**config.mk**
```make
export PLATFORM = sky130hd
export DESIGN_NAME = max7219_display_ctrl
export DESIGN_NICKNAME = d
export VERILOG_FILES = /design/src/rtl/max7219_pkg.sv /design/src/rtl/max7219_txn.sv /design/src/rtl/max7219_display_ctrl.sv
export SDC_FILE = /design/constraint.sdc
export NUM_CORES = 1
export LEC_CHECK = 0
export CELL_PAD_IN_SITES_DETAIL_PLACEMENT = 1
export CELL_PAD_IN_SITES_GLOBAL_PLACEMENT = 1
export CORE_MARGIN = 10
export CORE_UTILIZATION = 50
export CTS_BUF_LIST = sky130_fd_sc_hd__clkbuf_8
export DETAILED_ROUTE_END_ITERATION = 16
export PLACE_DENSITY_LB_ADDON = 0.25
export SLEW_MARGIN = 5
export SYNTH_ARGS = -nofsm -noshare
export SYNTH_HDL_FRONTEND = slang
export SYNTH_SLANG_ARGS = --single-unit
export TNS_END_PERCENT = 5
```
**constraint.sdc**
```tcl
create_clock -name clk -period 5.16 [get_ports clk]
set_input_delay 0.774 -clock clk [delete_from_list [all_inputs] [get_ports clk]]
set_output_delay 0.774 -clock clk [all_outputs]
set_load 0.02 [all_outputs]
```
**src/rtl/max7219_pkg.sv**
```systemverilog
// Shared constants, state encodings and the hex to 7-segment decoder for the
// MAX7219 display sequencer.
package max7219_pkg;

  localparam logic [7:0] RegDigit0 = 8'h01;
  localparam logic [7:0] RegDecode = 8'h09;
  localparam logic [7:0] RegIntens = 8'h0A;
  localparam logic [7:0] RegScan   = 8'h0B;
  localparam logic [7:0] RegShutdn = 8'h0C;
  localparam logic [7:0] RegTest   = 8'h0F;

  typedef enum logic [1:0] {StInit, StDigits, StIdle, StIntens} main_state_e;
  typedef enum logic [1:0] {TIdle, TIssue, TAck, TDone} txn_state_e;

  // Segment order is ABCDEFG on bits 6..0; bit 7 (DP) is added by the caller.
  function automatic logic [6:0] hex_to_seg(input logic [3:0] nib);
    logic [6:0] seg;
    unique case (nib)
      4'h0: seg = 7'h7E;
      4'h1: seg = 7'h30;
      4'h2: seg = 7'h6D;
      4'h3: seg = 7'h79;
      4'h4: seg = 7'h33;
      4'h5: seg = 7'h5B;
      4'h6: seg = 7'h5F;
      4'h7: seg = 7'h70;
      4'h8: seg = 7'h7F;
      4'h9: seg = 7'h7B;
      4'hA: seg = 7'h77;
      4'hB: seg = 7'h1F;
      4'hC: seg = 7'h4E;
      4'hD: seg = 7'h3D;
      4'hE: seg = 7'h4F;
      4'hF: seg = 7'h47;
    endcase
    return seg;
  endfunction

endpackage

```
**src/rtl/max7219_txn.sv**
```systemverilog
// Single register write handshake towards the max7219 SPI engine:
// issue a start pulse, wait for busy to rise, then wait for it to fall.
module max7219_txn
  import max7219_pkg::*;
(
  input  logic       clk,
  input  logic       rst_n,
  input  logic       req,
  input  logic [7:0] addr,
  input  logic [7:0] data,
  output logic       idle,
  output logic       done,
  output logic [7:0] drv_addr,
  output logic [7:0] drv_data,
  output logic       drv_start,
  input  logic       drv_busy
);

  txn_state_e state_q, state_d;
  logic [7:0] addr_q, addr_d;
  logic [7:0] data_q, data_d;

  always_ff @(posedge clk or negedge rst_n) begin
    if (!rst_n) begin
      state_q <= TIdle;
      addr_q  <= 8'h00;
      data_q  <= 8'h00;
    end else begin
      state_q <= state_d;
      addr_q  <= addr_d;
      data_q  <= data_d;
    end
  end

  always_comb begin
    state_d = state_q;
    addr_d  = addr_q;
    data_d  = data_q;
    done    = 1'b0;
    unique case (state_q)
      TIdle: begin
        // Never start while the engine is still finishing an earlier write.
        if (req && !drv_busy) begin
          state_d = TIssue;
          addr_d  = addr;
          data_d  = data;
        end
      end
      TIssue: state_d = TAck;
      TAck: begin
        if (drv_busy) state_d = TDone;
      end
      TDone: begin
        if (!drv_busy) begin
          done    = 1'b1;
          state_d = TIdle;
        end
      end
    endcase
  end

  assign idle      = (state_q == TIdle);
  assign drv_start = (state_q == TIssue);
  assign drv_addr  = addr_q;
  assign drv_data  = data_q;

endmodule

```
**src/rtl/max7219_display_ctrl.sv**
```systemverilog
// Sequencer driving the max7219 write engine: init sequence, 8-digit hex
// display passes and intensity updates on request.
module max7219_display_ctrl
  import max7219_pkg::*;
#(
  parameter logic [3:0] INTENSITY  = 4'h8,
  parameter logic [2:0] SCAN_LIMIT = 3'd7
) (
  input  logic        clk,
  input  logic        rst_n,
  input  logic [31:0] value,
  input  logic [7:0]  dp,
  input  logic        update,
  input  logic [3:0]  intensity,
  input  logic        set_intensity,
  output logic        ready,
  output logic        init_done,
  output logic [7:0]  drv_addr,
  output logic [7:0]  drv_data,
  output logic        drv_start,
  input  logic        drv_busy
);

  main_state_e state_q, state_d;
  logic [2:0]  step_q, step_d;
  logic [2:0]  idx_q, idx_d;
  logic        pend_upd_q, pend_upd_d;
  logic        pend_int_q, pend_int_d;
  logic        init_done_q, init_done_d;
  logic [31:0] val_sh_q, val_sh_d, val_snap_q, val_snap_d;
  logic [7:0]  dp_sh_q, dp_sh_d, dp_snap_q, dp_snap_d;
  logic [3:0]  int_sh_q, int_sh_d;

  logic        req, txn_idle, txn_done, accept, snap_take;
  logic [7:0]  wr_addr, wr_data;
  logic [31:0] cur_val;
  logic [7:0]  cur_dp;

  max7219_txn u_txn (
    .clk       (clk),
    .rst_n     (rst_n),
    .req       (req),
    .addr      (wr_addr),
    .data      (wr_data),
    .idle      (txn_idle),
    .done      (txn_done),
    .drv_addr  (drv_addr),
    .drv_data  (drv_data),
    .drv_start (drv_start),
    .drv_busy  (drv_busy)
  );

  always_ff @(posedge clk or negedge rst_n) begin
    if (!rst_n) begin
      state_q     <= StInit;
      step_q      <= 3'd0;
      idx_q       <= 3'd0;
      pend_upd_q  <= 1'b0;
      pend_int_q  <= 1'b0;
      init_done_q <= 1'b0;
      val_sh_q    <= 32'h0;
      dp_sh_q     <= 8'h0;
      val_snap_q  <= 32'h0;
      dp_snap_q   <= 8'h0;
      int_sh_q    <= 4'h0;
    end else begin
      state_q     <= state_d;
      step_q      <= step_d;
      idx_q       <= idx_d;
      pend_upd_q  <= pend_upd_d;
      pend_int_q  <= pend_int_d;
      init_done_q <= init_done_d;
      val_sh_q    <= val_sh_d;
      dp_sh_q     <= dp_sh_d;
      val_snap_q  <= val_snap_d;
      dp_snap_q   <= dp_snap_d;
      int_sh_q    <= int_sh_d;
    end
  end

  assign req       = (state_q != StIdle);
  assign accept    = req & txn_idle & ~drv_busy;
  assign snap_take = accept & (state_q == StDigits) & (idx_q == 3'd0);

  // Digit 0 is issued in the same cycle the snapshot is taken, so it reads the shadow.
  assign cur_val = (idx_q == 3'd0) ? val_sh_q : val_snap_q;
  assign cur_dp  = (idx_q == 3'd0) ? dp_sh_q  : dp_snap_q;

  always_comb begin
    wr_addr = 8'h00;
    wr_data = 8'h00;
    unique case (state_q)
      StInit: begin
        case (step_q)
          3'd0:    begin wr_addr = RegShutdn; wr_data = 8'h00;                end
          3'd1:    begin wr_addr = RegTest;   wr_data = 8'h00;                end
          3'd2:    begin wr_addr = RegDecode; wr_data = 8'h00;                end
          3'd3:    begin wr_addr = RegIntens; wr_data = {4'h0, INTENSITY};    end
          3'd4:    begin wr_addr = RegScan;   wr_data = {5'h00, SCAN_LIMIT};  end
          default: begin wr_addr = RegShutdn; wr_data = 8'h01;                end
        endcase
      end
      StDigits: begin
        wr_addr = RegDigit0 + {5'h00, idx_q};
        wr_data = {cur_dp[idx_q], hex_to_seg(cur_val[{idx_q, 2'b00} +: 4])};
      end
      StIntens: begin
        wr_addr = RegIntens;
        wr_data = {4'h0, int_sh_q};
      end
      StIdle: ;
    endcase
  end

  always_comb begin
    state_d     = state_q;
    step_d      = step_q;
    idx_d       = idx_q;
    init_done_d = init_done_q;
    val_sh_d    = update ? value : val_sh_q;
    dp_sh_d     = update ? dp : dp_sh_q;
    int_sh_d    = set_intensity ? intensity : int_sh_q;
    val_snap_d  = snap_take ? val_sh_q : val_snap_q;
    dp_snap_d   = snap_take ? dp_sh_q : dp_snap_q;
    // A strobe in the clearing cycle wins so the newer request is not lost.
    pend_upd_d  = update | (pend_upd_q & ~snap_take);
    pend_int_d  = set_intensity | (pend_int_q & ~(accept & (state_q == StIntens)));
    unique case (state_q)
      StInit: begin
        if (txn_done) begin
          if (step_q == 3'd5) begin
            state_d = StDigits;
            step_d  = 3'd0;
            idx_d   = 3'd0;
          end else begin
            step_d = step_q + 3'd1;
          end
        end
      end
      StDigits: begin
        if (txn_done) begin
          if (idx_q == 3'd7) begin
            state_d     = StIdle;
            idx_d       = 3'd0;
            init_done_d = 1'b1;
          end else begin
            idx_d = idx_q + 3'd1;
          end
        end
      end
      StIntens: begin
        if (txn_done) state_d = StIdle;
      end
      StIdle: begin
        if (pend_int_q) begin
          state_d = StIntens;
        end else if (pend_upd_q) begin
          state_d = StDigits;
          idx_d   = 3'd0;
        end
      end
    endcase
  end

  assign ready     = (state_q == StIdle) & ~pend_upd_q & ~pend_int_q;
  assign init_done = init_done_q;

endmodule

```
==> metrics.cfg <==
[run_status]
outcome = completed

[placed_design]
place_ws_ns = 1.147
dp_cells = 623
gp_congestion = 0.8494
io_buffers = 63
postPlaceCellArea_sq_um = 6087
hpwl_mm = 9.175

[setup_path]
required_ns = 5.43
startpoint_type = flip-flop
cp-end-kind = flip-flop
path_class = flip-flop to flip-flop
cp_max_fo = 21
cp_data_arrival_time_ns = 4.31

[synthesis]
ys.flop_type = dfrtp_1
ys_seq_area_frac = 0.5017
synth_area_leader_cell = dfrtp_1
synth_top_area_frac = 0.5017
ys_seq_elements = 109
synth_edf_count = 0
yosys_warnings = 0
ys_types = 57
synthArstFlopShare = 1.000
netlist_area_sq_um = 5436
synthCells = 447
synth.avg_cell_area_sq_um = 12.16
ys_top_cells_by_area = dfrtp_1 50%, mux2_2 18%, mux4_2 2.9%

[global_routing]
track_usage = 0.1620
grt_pass1_wl_mm = 20.70
grt_max_degree = 65
grt_overflow = 0
grt_pass1_vias = 3956
antenna_found_initial = 0

[sta]
hold_violations = 0
tightestPinTransition_ns = 0.9195
fin_crit_sh = 0.7826
rsz0062_at_grt = no
setup_tns_ns = 0
slew_viol_final = 0
fin_crit_ns = 4.038
layout_setup_ws_ns = 1.122
max_slew_margin = 0.3870
finalSetupViolCount = 0
fmax_ghz = 0.2476
fin_skew_ns = 0.01476

[pwr]
p_leak_nw = 2.748
p_per_area_nw_per_um2 = 468.2
power.total_w = 0.002950
ir_worst_vdd_v = 0.0002115

[route]
viasPerCell = 5.644
first_pass_iters = 4
antenna_left = 0
drc = 0
routed_wl_mm = 12.56
via_count = 3601
detail_route.wl_per_cell_um = 19.68
drt_iter0_markers = 206

[clocking]
h-tree-depth = 3
cts_setup_buffers = 0
cts_buffers = 9
clock_sinks = 109
postCtsHoldBufs = 0
path_clk_slew_ns = 0.09
ctsLongestPathBuffers = 2
ctsResizeCount = 0
clock_latency_ns = 0.39
ctsRootBufferMaster = clkbuf_8
cts_tree = yes

[floorplan]
rows = 38
fp.dieW_um = 124.3
ios = 68
die_y_um = 124.3
initial_utilization = 0.5059
die_area_sq_um = 15440
coreArea_sq_um = 10750

[cells_and_area]
drive_above_1_share = 0.2470
final_cell_area_sq_um = 6301
n_fill_cell = 1116
syn2layout_area_growth_pct = 15.90
stdcell_count = 638
antenna_cells = 0
final_cell_mix = 109 x dfrtp_1, 87 x mux2_2, 61 x clkdlybuf4s50_1
fin_nets = 555
final_common_cell = dfrtp_1

[worst_hold_path]
worst_hold_path_type = flip-flop to flip-flop

[run]
max-cap-violations = 0

final timing paths:
check | startpoint | end | slack, ns | cells past startpoint
max | idx_q[0]$_DFFE_PN0P_ | u_txn.drv_data[3]$_DFFE_PN0P_ | 1.12 | 12
min in group asynchronous | rst_n | val_sh_q[14]$_DFFE_PN0P_ | 0.49 | 1
min | u_txn.drv_data[4]$_DFFE_PN0P_ | u_txn.drv_data[4]$_DFFE_PN0P_ | 0.48 | 2
max in group asynchronous | rst_n | val_snap_q[5]$_DFFE_PN0P_ | 3.56 | 2
max reg2reg | idx_q[0]$_DFFE_PN0P_ | u_txn.drv_data[3]$_DFFE_PN0P_ | 1.12 | 12
min reg2reg | u_txn.drv_data[4]$_DFFE_PN0P_ | u_txn.drv_data[4]$_DFFE_PN0P_ | 0.48 | 2
per-layer routing:
layer / global-route usage / vias to the layer above / part of all wire
met4: 0.06169 / 0 / 0.017
met3: 0.04000 / 16 / 0.045
li1: - / 1702 / -
met1: 0.2043 / 1808 / 0.46
met5: 0 / - / 0
met2: 0.2618 / 75 / 0.48
where the power goes:
part / leakage, nW / switching (W) / total (W) / internal [W]
Sequential: 1.36 / 0.000206 / 0.00130 / 0.00110
Combinational: 1.28 / 0.000535 / 0.00108 / 0.000544
Clock: 0.110 / 0.000288 / 0.000570 / 0.000282
Total: 2.75 / 0.00103 / 0.00295 / 0.00192
critical path, cell delays in order, from the launching register on:
cell and delay (ns):
dfrtp_1 0.80, inv_1 0.24, ha_1 0.52, nand2b_4 0.38
mux4_1 0.58, and2_1 0.17, a21oi_1 0.20, a21oi_1 0.17
inv_1 0.15, ha_1 0.26, mux2_2 0.27, nand3_1 0.08
nand3_1 0.08
Yosys cell counts, drive strengths merged, types with 10 or more instances:
| cell | n |
|---|---|
| dfrtp | 109 |
| inv | 12 |
| buf | 17 |
| a211oi | 10 |
| o21ai | 18 |
| nand3 | 14 |
| ha | 12 |
| mux2 | 90 |
| a21oi | 13 |
| nor2 | 22 |
| nand2 | 27 |
| clkbuf | 15 |
| and3b | 12 |
final cells by class:
type / count / area [sq um] / share of cell area
clock buffers: 10 / 137.6 / 0.02184
multi-input cells: 296 / 2497 / 0.3963
repair buffers: 65 / 638.1 / 0.1013
well taps: 140 / 175.2 / 0.02780
flip-flops and latches: 109 / 2728 / 0.4329
clock inverters: 5 / 76.32 / 0.01211
inverters: 13 / 48.80 / 0.007744
flip-flops by register name, indices dropped and copies added (netlist names):
name,flops
idx_q,3
dp_sh_q,8
dp_snap_q,8
u_txn.drv_data,8
pend_upd_q,1
u_txn.state_q,2
pend_int_q,1
init_done,1
val_sh_q,32
int_sh_q,4
val_snap_q,32
step_q,3
u_txn.drv_addr,4
state_q,2
per-stage QoR:
| stage | util | hold slack (ns) |
|---|---|---|
| finish | 0.5864 | 0.4781 |
| global route | 0.5864 | 0.5166 |
| CTS | 0.5864 | 0.4856 |
| detailed placement | 0.5665 | 0.4617 |
| global placement | 0.5665 | 0.4551 |
| floorplan | - | 0.4541 |
logic make-up after synthesis:
family | synth area share
flops | 0.5017
mux | 0.2313
simple gates | 0.09804
compound gates | 0.09068
buf+inv | 0.04188
fa+ha+maj | 0.02762
xor+xnor | 0.008055
other cells | 0.0006898
(Power assumes the default switching activity.)
